<file path="src/rtl/player_pixel_compositor.sv">
// -----------------------------------------------------------------------------
// player_pixel_compositor
//
// Pixel-stage compositor that sits directly behind the player sprite-address
// generator. It forwards the sprite address to a synchronous sprite ROM,
// looks the returned encoded pixel up in a loadable palette, overlays opaque
// player pixels on the background colour and produces registered VGA RGB.
// It also owns the post-hit invulnerability blink state machine, because
// blinking is only a visibility decision at this point of the pipeline.
//
// Pipeline (fixed latency of two cycles, never stalls):
//   cycle t   : playerOn / spriteAddress / bgColor presented, romAddr driven
//   cycle t+1 : on_d1 / bg_d1 hold cycle-t inputs, romData holds ROM[t]
//   cycle t+2 : Red/Green/Blue hold the composited pixel
//
// Optional feature (macro COLLISION_DETECT_EN):
//   When defined, enemyOn is delayed alongside playerOn and a per-frame
//   collision flag is produced. When undefined, enemyOn is ignored and
//   collision is tied low; the port list is the same in both builds.
//
// Ports:
//   frame_Clk      in   1        pixel/system clock
//   Reset          in   1        synchronous, active-high reset
//   playerOn       in   1        player bounding-box hit for current pixel
//   spriteAddress  in   ADDR_W   sprite ROM address for current pixel
//   bgColor        in   24       background {R,G,B}, aligned with playerOn
//   vsync_pulse    in   1        one-cycle pulse once per frame
//   hit            in   1        one-cycle damage pulse
//   romAddr        out  ADDR_W   address to synchronous sprite ROM
//   romData        in   IDX_W    ROM data, valid one cycle after romAddr
//   pal_we         in   1        palette write enable
//   pal_waddr      in   IDX_W    palette write index
//   pal_wdata      in   24       palette write data {R,G,B}
//   Red/Green/Blue out  8 each   composited pixel, registered
//   invuln         out  1        high while the blink FSM is in INVULN
//   enemyOn        in   1        enemy pixel opaque (collision build only)
//   collision      out  1        per-frame collision flag (collision build only)
// -----------------------------------------------------------------------------
module player_pixel_compositor #(
   parameter int ADDR_W          = 21,
   parameter int IDX_W           = 4,
   parameter int TRANSPARENT_IDX = 0,
   parameter int BLINK_FRAMES    = 60,
   parameter int BLINK_PERIOD    = 4
) (
   input  logic              frame_Clk,
   input  logic              Reset,
   input  logic              playerOn,
   input  logic [ADDR_W-1:0] spriteAddress,
   input  logic [23:0]       bgColor,
   input  logic              vsync_pulse,
   input  logic              hit,
   output logic [ADDR_W-1:0] romAddr,
   input  logic [IDX_W-1:0]  romData,
   input  logic              pal_we,
   input  logic [IDX_W-1:0]  pal_waddr,
   input  logic [23:0]       pal_wdata,
   output logic [7:0]        Red,
   output logic [7:0]        Green,
   output logic [7:0]        Blue,
   output logic              invuln,
   input  logic              enemyOn,
   output logic              collision
);

   localparam int               PAL_N       = 1 << IDX_W;
   localparam logic [IDX_W-1:0] TRANSP_IDX  = IDX_W'(TRANSPARENT_IDX);
   localparam logic [7:0]       FRAMES_INIT = 8'(BLINK_FRAMES);
   localparam logic [3:0]       PERIOD_LAST = 4'(BLINK_PERIOD - 1);

   // ------------------------------------------------------------------
   // Sprite ROM address: straight pass-through so the ROM's own output
   // register supplies the first pipeline stage of the pixel index.
   // ------------------------------------------------------------------
   assign romAddr = spriteAddress;

   // ------------------------------------------------------------------
   // Palette: one register per entry so the whole table can be cleared by
   // Reset. The read is combinational into the RGB register, so a write in
   // the same cycle as a read of that entry still yields the old colour.
   // ------------------------------------------------------------------
   logic [23:0] pal_rd [PAL_N];
   logic [23:0] pal_rdata;

   genvar gi;
   generate
      for (gi = 0; gi < PAL_N; gi++) begin : g_pal
         logic [23:0] entry_reg;

         always_ff @(posedge frame_Clk) begin
            if (Reset) begin
               entry_reg <= '0;
            end else if (pal_we && (pal_waddr == IDX_W'(gi))) begin
               entry_reg <= pal_wdata;
            end
         end

         assign pal_rd[gi] = entry_reg;
      end
   endgenerate

   assign pal_rdata = pal_rd[romData];

   // ------------------------------------------------------------------
   // Stage 1: align playerOn / bgColor with the ROM output.
   // ------------------------------------------------------------------
   logic        on_d1;
   logic [23:0] bg_d1;

   always_ff @(posedge frame_Clk) begin
      if (Reset) begin
         on_d1 <= 1'b0;
         bg_d1 <= '0;
      end else begin
         on_d1 <= playerOn;
         bg_d1 <= bgColor;
      end
   end

   // ------------------------------------------------------------------
   // Blink FSM. frames_left counts remaining frames of invulnerability;
   // phase_cnt counts frames inside the current visible/hidden half-phase
   // and phase selects which half we are in (0 = visible).
   // ------------------------------------------------------------------
   typedef enum logic {
      NORMAL = 1'b0,
      INVULN = 1'b1
   } blink_state_t;

   blink_state_t state_reg, state_next;
   logic [7:0]   frames_left_reg, frames_left_next;
   logic [3:0]   phase_cnt_reg, phase_cnt_next;
   logic         phase_reg, phase_next;
   logic         visible;

   always_ff @(posedge frame_Clk) begin
      if (Reset) begin
         state_reg       <= NORMAL;
         frames_left_reg <= '0;
         phase_cnt_reg   <= '0;
         phase_reg       <= 1'b0;
      end else begin
         state_reg       <= state_next;
         frames_left_reg <= frames_left_next;
         phase_cnt_reg   <= phase_cnt_next;
         phase_reg       <= phase_next;
      end
   end

   always_comb begin
      state_next       = state_reg;
      frames_left_next = frames_left_reg;
      phase_cnt_next   = phase_cnt_reg;
      phase_next       = phase_reg;

      case (state_reg)
         NORMAL: begin
            // A vsync in the same cycle as the hit is deliberately not
            // counted: the full blink duration starts after the hit.
            if (hit) begin
               state_next       = INVULN;
               frames_left_next = FRAMES_INIT;
               phase_cnt_next   = '0;
               phase_next       = 1'b0;
            end
         end

         INVULN: begin
            // Hits are ignored here: no retrigger, no extension.
            if (vsync_pulse) begin
               frames_left_next = frames_left_reg - 8'd1;

               if (phase_cnt_reg == PERIOD_LAST) begin
                  phase_cnt_next = '0;
                  phase_next     = ~phase_reg;
               end else begin
                  phase_cnt_next = phase_cnt_reg + 4'd1;
               end

               if (frames_left_reg == 8'd1) begin
                  state_next     = NORMAL;
                  phase_cnt_next = '0;
                  phase_next     = 1'b0;
               end
            end
         end

         default: begin
            state_next = NORMAL;
         end
      endcase
   end

   // State only moves on clock edges and phase only on vsync, so visibility
   // changes exclusively at frame boundaries.
   assign visible = (state_reg == NORMAL) || !phase_reg;
   assign invuln  = (state_reg == INVULN);

   // ------------------------------------------------------------------
   // Stage 2: composite and register the output colour.
   // ------------------------------------------------------------------
   logic        opaque;
   logic [23:0] rgb_reg;

   assign opaque = on_d1 && (romData != TRANSP_IDX) && visible;

   always_ff @(posedge frame_Clk) begin
      if (Reset) begin
         rgb_reg <= '0;
      end else begin
         rgb_reg <= opaque ? pal_rdata : bg_d1;
      end
   end

   assign Red   = rgb_reg[23:16];
   assign Green = rgb_reg[15:8];
   assign Blue  = rgb_reg[7:0];

   // ------------------------------------------------------------------
   // Optional collision detection.
   // ------------------------------------------------------------------
`ifdef COLLISION_DETECT_EN
   logic enemy_d1;
   logic sticky_reg;
   logic collision_reg;
   logic coll_set;

   // Uses the blink-qualified opaque, so hidden pixels never collide.
   assign coll_set = opaque && enemy_d1;

   always_ff @(posedge frame_Clk) begin
      if (Reset) begin
         enemy_d1      <= 1'b0;
         sticky_reg    <= 1'b0;
         collision_reg <= 1'b0;
      end else begin
         enemy_d1 <= enemyOn;
         if (vsync_pulse) begin
            // A set landing on the vsync cycle still counts for the frame
            // that is closing.
            collision_reg <= sticky_reg | coll_set;
            sticky_reg    <= 1'b0;
         end else if (coll_set) begin
            sticky_reg <= 1'b1;
         end
      end
   end

   assign collision = collision_reg;
`else
   logic enemy_unused;

   assign enemy_unused = enemyOn;
   assign collision    = 1'b0;
`endif

endmodule

</file>
<file path="config.mk">
export PLATFORM = sky130hd
export DESIGN_NAME = player_pixel_compositor
export DESIGN_NICKNAME = d
export VERILOG_FILES = /design/src/rtl/player_pixel_compositor.sv
export SDC_FILE = /design/constraint.sdc
export NUM_CORES = 1
export LEC_CHECK = 0
export BUFFER_PORTS_ARGS = -buffer_cell sky130_fd_sc_hd__buf_2
export CAP_MARGIN = 20
export CORE_ASPECT_RATIO = 1.4
export CORE_MARGIN = 3
export CORE_UTILIZATION = 56
export DETAILED_ROUTE_END_ITERATION = 8
export PLACE_DENSITY = 0.75
export RECOVER_POWER = 100
export SLEW_MARGIN = 10
export SYNTH_ARGS = -nofsm -noshare
export SYNTH_HDL_FRONTEND = slang
export SYNTH_SLANG_ARGS = --single-unit
</file>
<file path="constraint.sdc">
create_clock -name frame_Clk -period 2.4 [get_ports frame_Clk]
set_input_delay 0.24 -clock frame_Clk [delete_from_list [all_inputs] [get_ports frame_Clk]]
set_output_delay 0.24 -clock frame_Clk [all_outputs]
set_load 0.02 [all_outputs]
</file>
# Yosys cells after proc, flatten, opt, wreduce, memory -nomap -nowiden
# Cells that the tools add are included.
# classes
bitwise	3
mux	21
n_div	0
order_cmp	1
shift	0
n_eq_ne	20
n_addsub	2
n_reduce_logical	24
n_mul	0
# op_table
operator	count
24-bit binary-select mux with 4-bit select	1
24-bit 2-to-1 mux	3
4-bit == test (second input constant)	8
1-bit logical AND	18
4-bit by 3-bit == test with 1-bit output (second input constant)	4
4-bit 2-to-1 mux	4
8-bit 2-to-1 mux	2
8-bit case mux with 2 select lines	1
4-bit by 2-bit == test with 1-bit output (second input constant)	3
8-bit by 1-bit == test with 1-bit output (second input constant)	1
4-bit case mux with 2 select lines	1
8-bit by 1-bit subtractor with 8-bit output (second input constant)	1
1-bit 2-to-1 mux	7
5-bit >= comparator (second input constant)	1
4-bit inverter with 5-bit output	1
4-bit by 1-bit adder with 4-bit output (second input constant)	1
4-bit by 1-bit == test with 1-bit output (second input constant)	1
4-bit logical NOT	1
2-bit inequality test (second input constant)	2
1-bit case mux with 2 select lines	2
4-bit nonzero test	1
3-bit by 1-bit inequality test with 1-bit output (second input constant)	1
3-bit AND reduction	1
1-bit inverter	2
other kinds (3)	3
# word_totals
latchBits	0
register_bits	447
mem_bits_ro	0
n_memories	0
input_bits	84
ramBits	0
out_inout_bits	47

# Longest topological paths before layout
# Gate-level depths: netlist of the first run.
# depth
depth_word	5
depth_mapped	7
mapped_depth_nobuf	6

# Least setup slack after synthesis of the first run
# Ideal clock, no wire load.
# synth_timing
path_kind	register -> register
startpoint	register state_reg, in the netlist invuln
endpoint	register rgb_reg[12]
required_ps	2319
path_stages_with_launch	8
setup_ps	81
arrival_ps	1508
path_slack_ps	811
period_less_slack_ps	1589
path_cell_list	dfxtp_1 -> buf_2 -> a21bo_2 -> buf_2 -> nor2_2 -> buf_2 -> nor2_1 -> a211oi_2
# synth_via
elab_chain_len	4
# synth_rtl
element	line_no	source
start: declaration	130	blink_state_t state_reg, state_next;
start signal: assignment	143	state_reg <= state_next;
1-bit inverter	-	
1-bit logical OR	196	assign visible = (state_reg == NORMAL) || !phase_reg;
1-bit logical AND	205	assign opaque = on_d1 && (romData != TRANSP_IDX) && visible;
24-bit 2-to-1 mux	211	rgb_reg <= opaque ? pal_rdata : bg_d1;
end signal: assignment	211	
end: declaration	203	logic [23:0] rgb_reg;
# Every way passes these cells.
# A chain may end at the register's enable or synchronous reset.

# Worst setup path after layout of the first run
# layout_timing
startpoint	register state_reg, in the netlist invuln
endpoint	register rgb_reg[23]
# The elaborated chain is that of the path after synthesis.

==> results of run 1 <==
cell usage in the layout, fill, tap and decap left out, types with 3 or more instances in the layout:
cell type,n
nand2_1,741
dfxtp_1,423
a21oi_1,371
mux2i_1,73
buf_2,56
buf_4,46
nor2_1,41
clkbuf_16,41
clkbuf_1,41
a211oi_1,38
mux4_2,37
nor2b_1,30
inv_1,26
dlygate4sd3_1,25
o211ai_1,23
a221oi_1,21
a22oi_1,20
clkbuf_2,12
mux4_1,11
nand3_1,10
nor2_2,8
a211oi_2,8
clkbuf_8,8
buf_12,8
bufinv_16,6
clkinv_2,5
nand3b_1,4
nor4_1,4
xnor2_1,4
nor3b_1,4
nor3_1,3
a22oi_2,3
ha_1,3
worst max-delay path by stage:
| stage | startpoint | end | slack (ns) |
|---|---|---|---|
| 4_1_cts | invuln | rgb_reg[2] | 0.55 |
| 6_report | invuln | rgb_reg[23] | 0.29 |
| 3_3_place_gp | romData[0] | rgb_reg[19] | 0.26 |
| 2_1_floorplan | invuln | rgb_reg[12] | 0.81 |
| 5_1_grt | invuln | rgb_reg[23] | 0.24 |
| 3_5_place_dp | romData[0] | rgb_reg[18] | 0.21 |
cell families after synthesis:
| group | after synthesis | share of synthesized area |
|---|---|---|
| AOI/OAI and AO/OA | 495 | 0.161 |
| xor gates and xnor gates | 5 | 0.00241 |
| adders and majority gates | 3 | 0.00207 |
| buffers and inverters | 255 | 0.0726 |
| DFF | 423 | 0.467 |
| muxes | 121 | 0.102 |
| other | 1 | 0.000207 |
| and+or+nand+nor | 866 | 0.192 |
tightest hold or removal path: stages:
cell,delay (ns)
buf_2,0.13
nand2_1,0.11
a21oi_1,0.07
routing by layer:
layer | vias to the layer above | GRT usage | wire length (um)
met2 | 609 | 0.489 | 24700
met4 | 6 | 0.110 | 1700
met3 | 142 | 0.0466 | 3730
met1 | 7344 | 0.348 | 19600
met5 | - | 0 | 34
li1 | 7233 | - | -
layout make-up:
type	instances	area [um2]	share of cell area
sequential	423	8470	0.423
multi-input combinational	1491	8330	0.417
timing repair buffer	183	1240	0.0619
clock buffer	56	1160	0.0581
tap	395	494	0.0247
clock inverter	11	205	0.0103
inverter	26	97.6	0.00488
antenna	1	2.50	0.000125
repair_timing:
item	4_1_cts	5_1_grt
setup endpoints to repair	0	0
hold buffers	25	0
endpoints found under the hold margin	25	0
power breakdown:
group          total [W]  switching (W)  internal [W]
Sequential       0.00723      0.0000742       0.00716
Combinational    0.00113       0.000750      0.000379
Clock            0.00664        0.00264       0.00400
Total             0.0150        0.00346        0.0115
through the flow:
stage,setup WS [ns],util,area [um2],power [W],hold slack (ns)
6_report,0.293,0.629,20000,0.0150,0.0641
2_1_floorplan,0.811,-,18100,0.00821,0.368
5_1_grt,0.239,0.629,20000,0.0154,0.0750
3_3_place_gp,0.263,0.585,18600,0.00847,0.437
4_1_cts,0.551,0.636,20200,0.0151,0.0469
3_5_place_dp,0.213,0.585,18600,0.00849,0.444
==> run metrics, run 1 <==
post-CTS sizing 0; Worst Skew just over 0.02 ns; clock-pin slew on the worst setup and hold paths about 0.06 ns; DP Wirelength between 30,000 and 40,000 um; final WL 49,700 um; Yosys top cell by area dfxtp_1; Post-Syn Nets ~2,300; Fillers approximately 2,600; Clock Path Buffers 3; nets between 2,000 and 2,500; Num Clock Sinks 423; cell area power density between 700 and 800 nW/um2; min-delay src hit; asr flop ratio synth 0; TNS Setup 0 ns; DRC viols 0; Layout Cells excl Fill roughly 2,600; DR iter-0 viols between 1,500 and 2,000; CTS Buf Count 39; Tcrit/Tclk final 0.878; CTS root buffer clkbuf_16; GPL Wtd Cong a little over 0.8; global-route congestion overflow total 0; number of flops mapped to enable cells by yosys 0; hold depth 3; CTS tree built; worst r2r dst rgb_reg[23]; routed via count between 15,000 and 20,000; Ports approximately 130; first-pass iteration count of the detailed router 5; vias in the first global route 15,167; htree depth 2; CP max FO 15; pin count of the biggest net entering global routing between 100 and 150; Hold Crit Endpoint frames_left_reg[3]; Max IR drop VDD around 0.50 mV; Placed Cells approximately 2,500; core area 31,800 um2; share of cells above drive strength 1 0.115; outcome completed; R2R Setup Slk between 0.2 and 0.3 ns; Final Setup Violations 0; R2R cell count 4; Data required, critical path 2.76 ns; HP Class in -> reg; main flop type after synthesis dfxtp_1; Die X approximately 160 um; most frequent cells after synthesis nand2_1 (741), dfxtp_1 (423), a21oi_1 (371); global-route wire length before repair 78,000 um; Setup CP Type reg -> reg; Synth Instances 2,169; Worst path max stage delay ~0.52 ns; Synth area leaders dfxtp_1 (47%), nand2_1 (15%), a21oi_1 (10%); vias per cell 5.93; count leader, synth nand2_1; share of the synthesized area in the top cell type 0.467; Post-CTS Setup Inserts 0; Area growth, synth to finish 10.2%; synth warn 0; max reg flops between 300 and 400; WP data arrival approximately 2.5 ns; Port Buffers 86; die area between 30,000 and 40,000 um2; Worst setup SP type flop; Mapped Area 18,100 um2; mean post-synth cell area 8.36 um2; Initial Utilization 0.571; worst-path cell chain a21bo_1, buf_4, a211oi_1, a211oi_1; routed len/inst approximately 19 um; Yosys cell types 54; Hold Vio Cnt, Final 0; Top delay family on crit path compound AO/OA/AOI/OAI gates; CP max stage cell a21bo_1; final slew viol count 0; Max-Cap Viols 0; Worst Tran Pin Value ~1.4 ns; Slew headroom 0.0457; RSZ-0062 raised after global routing no; row cnt 77; Clock Latency Late Sink between 0.5 and 0.6 ns; RR Startpoint invuln; initial antenna violation count 4; flops & latches, synth ~420; antenna viol nets, final 0; CP Depth 4; kind of end point of the critical path flop; All-Layer GR Usage 0.282; Fmax roughly 470 MHz; Most Frequent Cell on Critical Path a211oi_1; Seq/Total Area, Yosys 0.467; Bufs and invs on worst path 1; min Tclk post-route 2.11 ns; LEAKAGE approximately 7 nW; die height approximately 220 um
No activity file was read; power rests on OpenSTA's default activity.
==> run 2, diff against run 1 <==
Settings changed: CORE_ASPECT_RATIO 1.4 to 0.8.
==> run metrics, run 2 (same netlist as run 1, synthesis figures left out) <==
first-pass iteration count of the detailed router 7; CP max FO 24; Final Setup Violations 0; Fmax approximately 480 MHz; Initial Utilization 0.573; share of cells above drive strength 1 0.113; Clock Latency Late Sink roughly 0.53 ns; Worst setup SP type primary input; Clock power frac 0.441; antenna viol nets, final 0; outcome finished with violations; highest metal used met5; internal power about 0.012 W; CTS Buf Count between 40 and 50; htree depth 2; metal3 WL about 5700 um; Tcrit/Tclk final 0.873; CP max stage cell clkbuf_1; Clock Path Buffers 3; HP Class in -> reg; All-Layer GR Usage 0.288; most common cell after layout, fill and taps aside nand2_1; Fillers 2,608; Data required, critical path ~2.8 ns; nets ~2,300; sequential cell area 8470 um2; Worst Skew 0.0119 ns; Worst Tran Pin Value 1.71 ns; Gate power share 0.077; Ports roughly 130; row cnt 58; DR iter-0 viols between 1,500 and 2,000; routed len/inst between 15 and 20 um; Max-Cap Viols 8; Most Frequent Cell on Critical Path clkbuf_1; post-CTS sizing 0; Multi-input gate area between 8000 and 9000 um2; Slew headroom -0.140; Hold Vio Cnt, Final 0; Critical Path Source pal_we; core area 31,600 um2; final slew viol count 320; Sequential Power Share 0.481; max reg flops 360; Port Buffers between 80 and 90; net load switching power ~0.0035 W; die height 167 um; DP Wirelength 31,800 um; die area about 35,000 um2; final WL about 51,000 um; Area growth, synth to finish 10.7%; violated checks capacitance limit, slew limit; Cell Area, Placed ~19,000 um2; global-route wire length before repair 81,000 um; Switching Share 0.235; GPL Wtd Cong a little under 0.8; Max IR drop VDD 0.441 mV; WP data arrival 2.52 ns; RSZ-0062 raised after global routing no; Metal-1 WL 21,600 um; vias per cell approximately 6; commonest non-fill, non-tap cells in the layout nand2_1 (741), dfxtp_1 (423), a21oi_1 (371); CTS root buffer clkbuf_16; clock-pin slew on the worst setup and hold paths approximately 0.060 ns; min-delay src vsync_pulse; kind of end point of the critical path flop; routed via count approximately 16,000; DRC viols 0; Bufs and invs on worst path 2; met2 WL post-DR about 23,000 um; Num Clock Sinks 423; Final Cell Area 20,100 um2; Worst path max stage delay between 1 and 1.5 ns; min Tclk post-route ~2.1 ns; RR Startpoint phase_reg; Setup CP Type in -> reg; pin count of the biggest net entering global routing a little over 100; final worst slack a little over 0.3 ns; worst-path cell chain clkbuf_1, or3b_4, nor2_4, clkbuf_1, nand2_1, a21oi_1; vias in the first global route around 15,000; Post-Place Worst Slack between 0.2 and 0.25 ns; cell area power density around 750 nW/um2; initial antenna violation count 5; Top delay family on crit path buffers and inverters; LEAKAGE a little under 7 nW; global-route congestion overflow total 0; CTS tree built; TNS Setup 0 ns; Die X roughly 210 um
-- run 2: changes by cell type in the layout (fill, tap and decap cells not counted), sizes merged --
| cell | change |
|---|---|
| clkinv | +1 |
| clkbuf | +10 |
| buf | +4 |
| inv | +1 |
| bufinv | -3 |
-- run 2: power groups by stage --
stage          clock network (W)  logic [W]  registers [W]
2_1_floorplan                  0   0.000809        0.00740
3_3_place_gp                   0    0.00111        0.00739
3_5_place_dp                   0    0.00113        0.00739
4_1_cts                  0.00669    0.00117        0.00724
5_1_grt                  0.00697    0.00124        0.00725
6_report                 0.00664    0.00116        0.00724
-- run 2: through the flow --
| stage | cells | power (W) | util | hold WS [ns] |
|---|---|---|---|---|
| detailed placement | 2523 | 0.00852 | 0.589 | 0.443 |
| CTS | 2623 | 0.0151 | 0.641 | 0.0486 |
| floorplan | 2169 | 0.00821 | - | 0.368 |
| global placement | 2523 | 0.00849 | 0.589 | 0.437 |
| finish | 2624 | 0.0150 | 0.635 | 0.0629 |
| global route | 2624 | 0.0155 | 0.635 | 0.105 |
-- run 2: worst reg2reg max path, delay by kind of cell (launching register included) --
| kind | cells | cell delay, ns |
|---|---|---|
| flip-flops | 1 | 0.36 |
| AND/OR/NAND/NOR | 2 | 0.38 |
| buffers and inverters | 1 | 0.36 |
| AO/OA/AOI/OAI | 2 | 0.69 |
-- run 2: repair_timing --
| action | CTS | global route |
|---|---|---|
| hold buffers | 25 | 0 |
| hold endpoints to repair | 25 | 0 |
| buffers inserted | 0 | 0 |
-- run 2: final cells by class --
class | instances | area share
Clock inverter | 10 | 0.00642
Clock buffer | 65 | 0.0632
Antenna cell | 1 | 0.000125
Inverter | 26 | 0.00486
Timing Repair Buffer | 188 | 0.0634
Sequential cell | 423 | 0.422
Multi-Input combinational cell | 1491 | 0.414
Tap cell | 420 | 0.0262
-- run 2: metal layers --
metal	track usage	vias up
li1	-	7256
met1	0.408	7421
met2	0.445	731
met3	0.0640	102
met4	0.0823	8
met5	0	-
-- run 2: final timing paths --
check	cells past startpoint	slack [ns]	to
min	3	0.06	phase_cnt_reg[1]
min reg2reg	2	0.45	g_pal[10].entry_reg[15]
max	6	0.30	g_pal[2].entry_reg[11]
max reg2reg	5	0.40	rgb_reg[10]
==> run 3, diff against run 2 <==
Settings changed: GPL_ROUTABILITY_DRIVEN set to 0.
Clock period 2.4 ns to 2.45 ns, I/O delays scaled along.
==> run metrics, run 3 (same netlist as run 1, synthesis figures left out) <==
worst-path cell chain a21bo_2, nor2_1, clkbuf_1, nor2_1, a2111oi_1; RSZ-0062 raised after global routing no; All-Layer GR Usage 0.291; commonest non-fill, non-tap cells in the layout nand2_1 (741), dfxtp_1 (423), a21oi_1 (371); final WL 52,100 um; vias per cell 5.99; Worst Skew 0.0191 ns; Data required, critical path about 2.8 ns; Fmax about 460 MHz; cell area power density around 730 nW/um2; Bufs and invs on worst path 1; row cnt 58; Initial Utilization 0.573; HP Class in -> reg; die height about 170 um; outcome finished with violations; CTS tree built; Num Clock Sinks roughly 420; vias in the first global route between 15,000 and 20,000; pin count of the biggest net entering global routing 95; CTS Buf Count 42; Setup CP Type reg -> reg; Max-Cap Viols 1; Most Frequent Cell on Critical Path nor2_1; Top delay family on crit path compound AO/OA/AOI/OAI gates; Worst Tran Pin Value roughly 2.3 ns; global-route wire length before repair 82,000 um; htree depth 2; first-pass iteration count of the detailed router 8; total power around 0.015 W; nets approximately 2,300; final worst slack around 0.29 ns; most common cell after layout, fill and taps aside nand2_1; kind of end point of the critical path flop; routed len/inst 19.8 um; CTS root buffer clkbuf_16; clock-pin slew on the worst setup and hold paths approximately 0.06 ns; DRC viols 0; min Tclk post-route approximately 2.2 ns; antenna viol nets, final 0; final slew viol count between 80 and 90; Die X about 210 um; Clock Path Buffers 3; Area growth, synth to finish 11.4%; CP max FO 18; CP max stage cell a21bo_2; Ports 131; share of cells above drive strength 1 0.123; Port Buffers 86; Final Setup Violations 0; max reg flops 360; Clock Latency Late Sink between 0.5 and 0.6 ns; die area roughly 35,000 um2; WP data arrival roughly 2.5 ns; DR iter-0 viols 1,955; Worst path max stage delay 0.64 ns; DP Wirelength about 32,000 um; Max IR drop VDD 0.446 mV; global-route congestion overflow total 0; Worst setup SP type flop; LEAKAGE just under 7 nW; Slew headroom -0.506; Tcrit/Tclk final 0.882; core area ~32,000 um2; routed via count 15,712; Post-Place Worst Slack roughly 0.25 ns; violated checks capacitance limit, slew limit; TNS Setup 0 ns; initial antenna violation count 6; Post-CTS Setup Inserts 0; Hold Vio Cnt, Final 0
==> run 3: changes by cell type in the layout (fill, tap and decap cells not counted), sizes merged <==
cell	previous run	this run
buf	114	136
clkbuf	114	94
clkinv	6	4
bufinv	3	2
clkinvlp	0	1
==> run 3: metrics by stage <==
step / hold WS, ns / instances / utilization / area, um2
floorplan: 0.373 / 2169 / - / 18100
global placement: 0.437 / 2526 / 0.590 / 18700
detailed placement: 0.444 / 2526 / 0.590 / 18700
CTS: 0.0599 / 2623 / 0.641 / 20300
global route: 0.0989 / 2624 / 0.638 / 20200
finish: 0.0709 / 2624 / 0.638 / 20200
==> run 3: what timing repair did <==
| item | CTS | global route |
|---|---|---|
| resized for setup | 0 | 0 |
| endpoints found under the setup margin | 0 | 0 |
| hold buffers | 25 | 0 |
| hold endpoints to repair | 25 | 0 |
==> run 3: cell type report <==
| cell class | instances | area (um2) |
|---|---|---|
| Multi-Input combinational cell | 1491 | 8340 |
| Timing Repair Buffer | 191 | 1390 |
| Sequential cell | 423 | 8470 |
| Inverter | 26 | 97.6 |
| Clock inverter | 8 | 96.3 |
| Fill cell | 2511 | 11400 |
| Clock buffer | 64 | 1270 |
| Antenna cell | 1 | 2.50 |
| Tap cell | 420 | 526 |
==> run 3: worst paths after layout <==
| check | startpoint | end | slack [ns] | cells past startpoint |
|---|---|---|---|---|
| worst min-delay path | vsync_pulse | phase_cnt_reg[1] | 0.07 | 3 |
| worst max register to register | invuln | rgb_reg[22] | 0.29 | 5 |
| worst min register to register | g_pal[7].entry_reg[20] | g_pal[7].entry_reg[20] | 0.45 | 2 |
| worst max-delay path | invuln | rgb_reg[22] | 0.29 | 5 |
==> run 3: where the power goes <==
group | switching, W | total [W] | internal, W | leakage (nW)
registers | 0.0000761 | 0.00709 | 0.00702 | 3.43
logic | 0.000771 | 0.00117 | 0.000399 | 2.85
clock network | 0.00260 | 0.00639 | 0.00378 | 0.675
==> run 3: worst min-delay path, stage by stage <==
cell	delay [ns]
buf_2	0.13
a32oi_1	0.10
nor2_1	0.09
==> run 3: layer usage <==
layer / GRT usage / share of wire / vias up
met5: 0 / 0.0013 / -
met4: 0.0746 / 0.019 / 10
met3: 0.0806 / 0.12 / 119
met2: 0.460 / 0.45 / 819
met1: 0.397 / 0.41 / 7513
li1: - / - / 7251
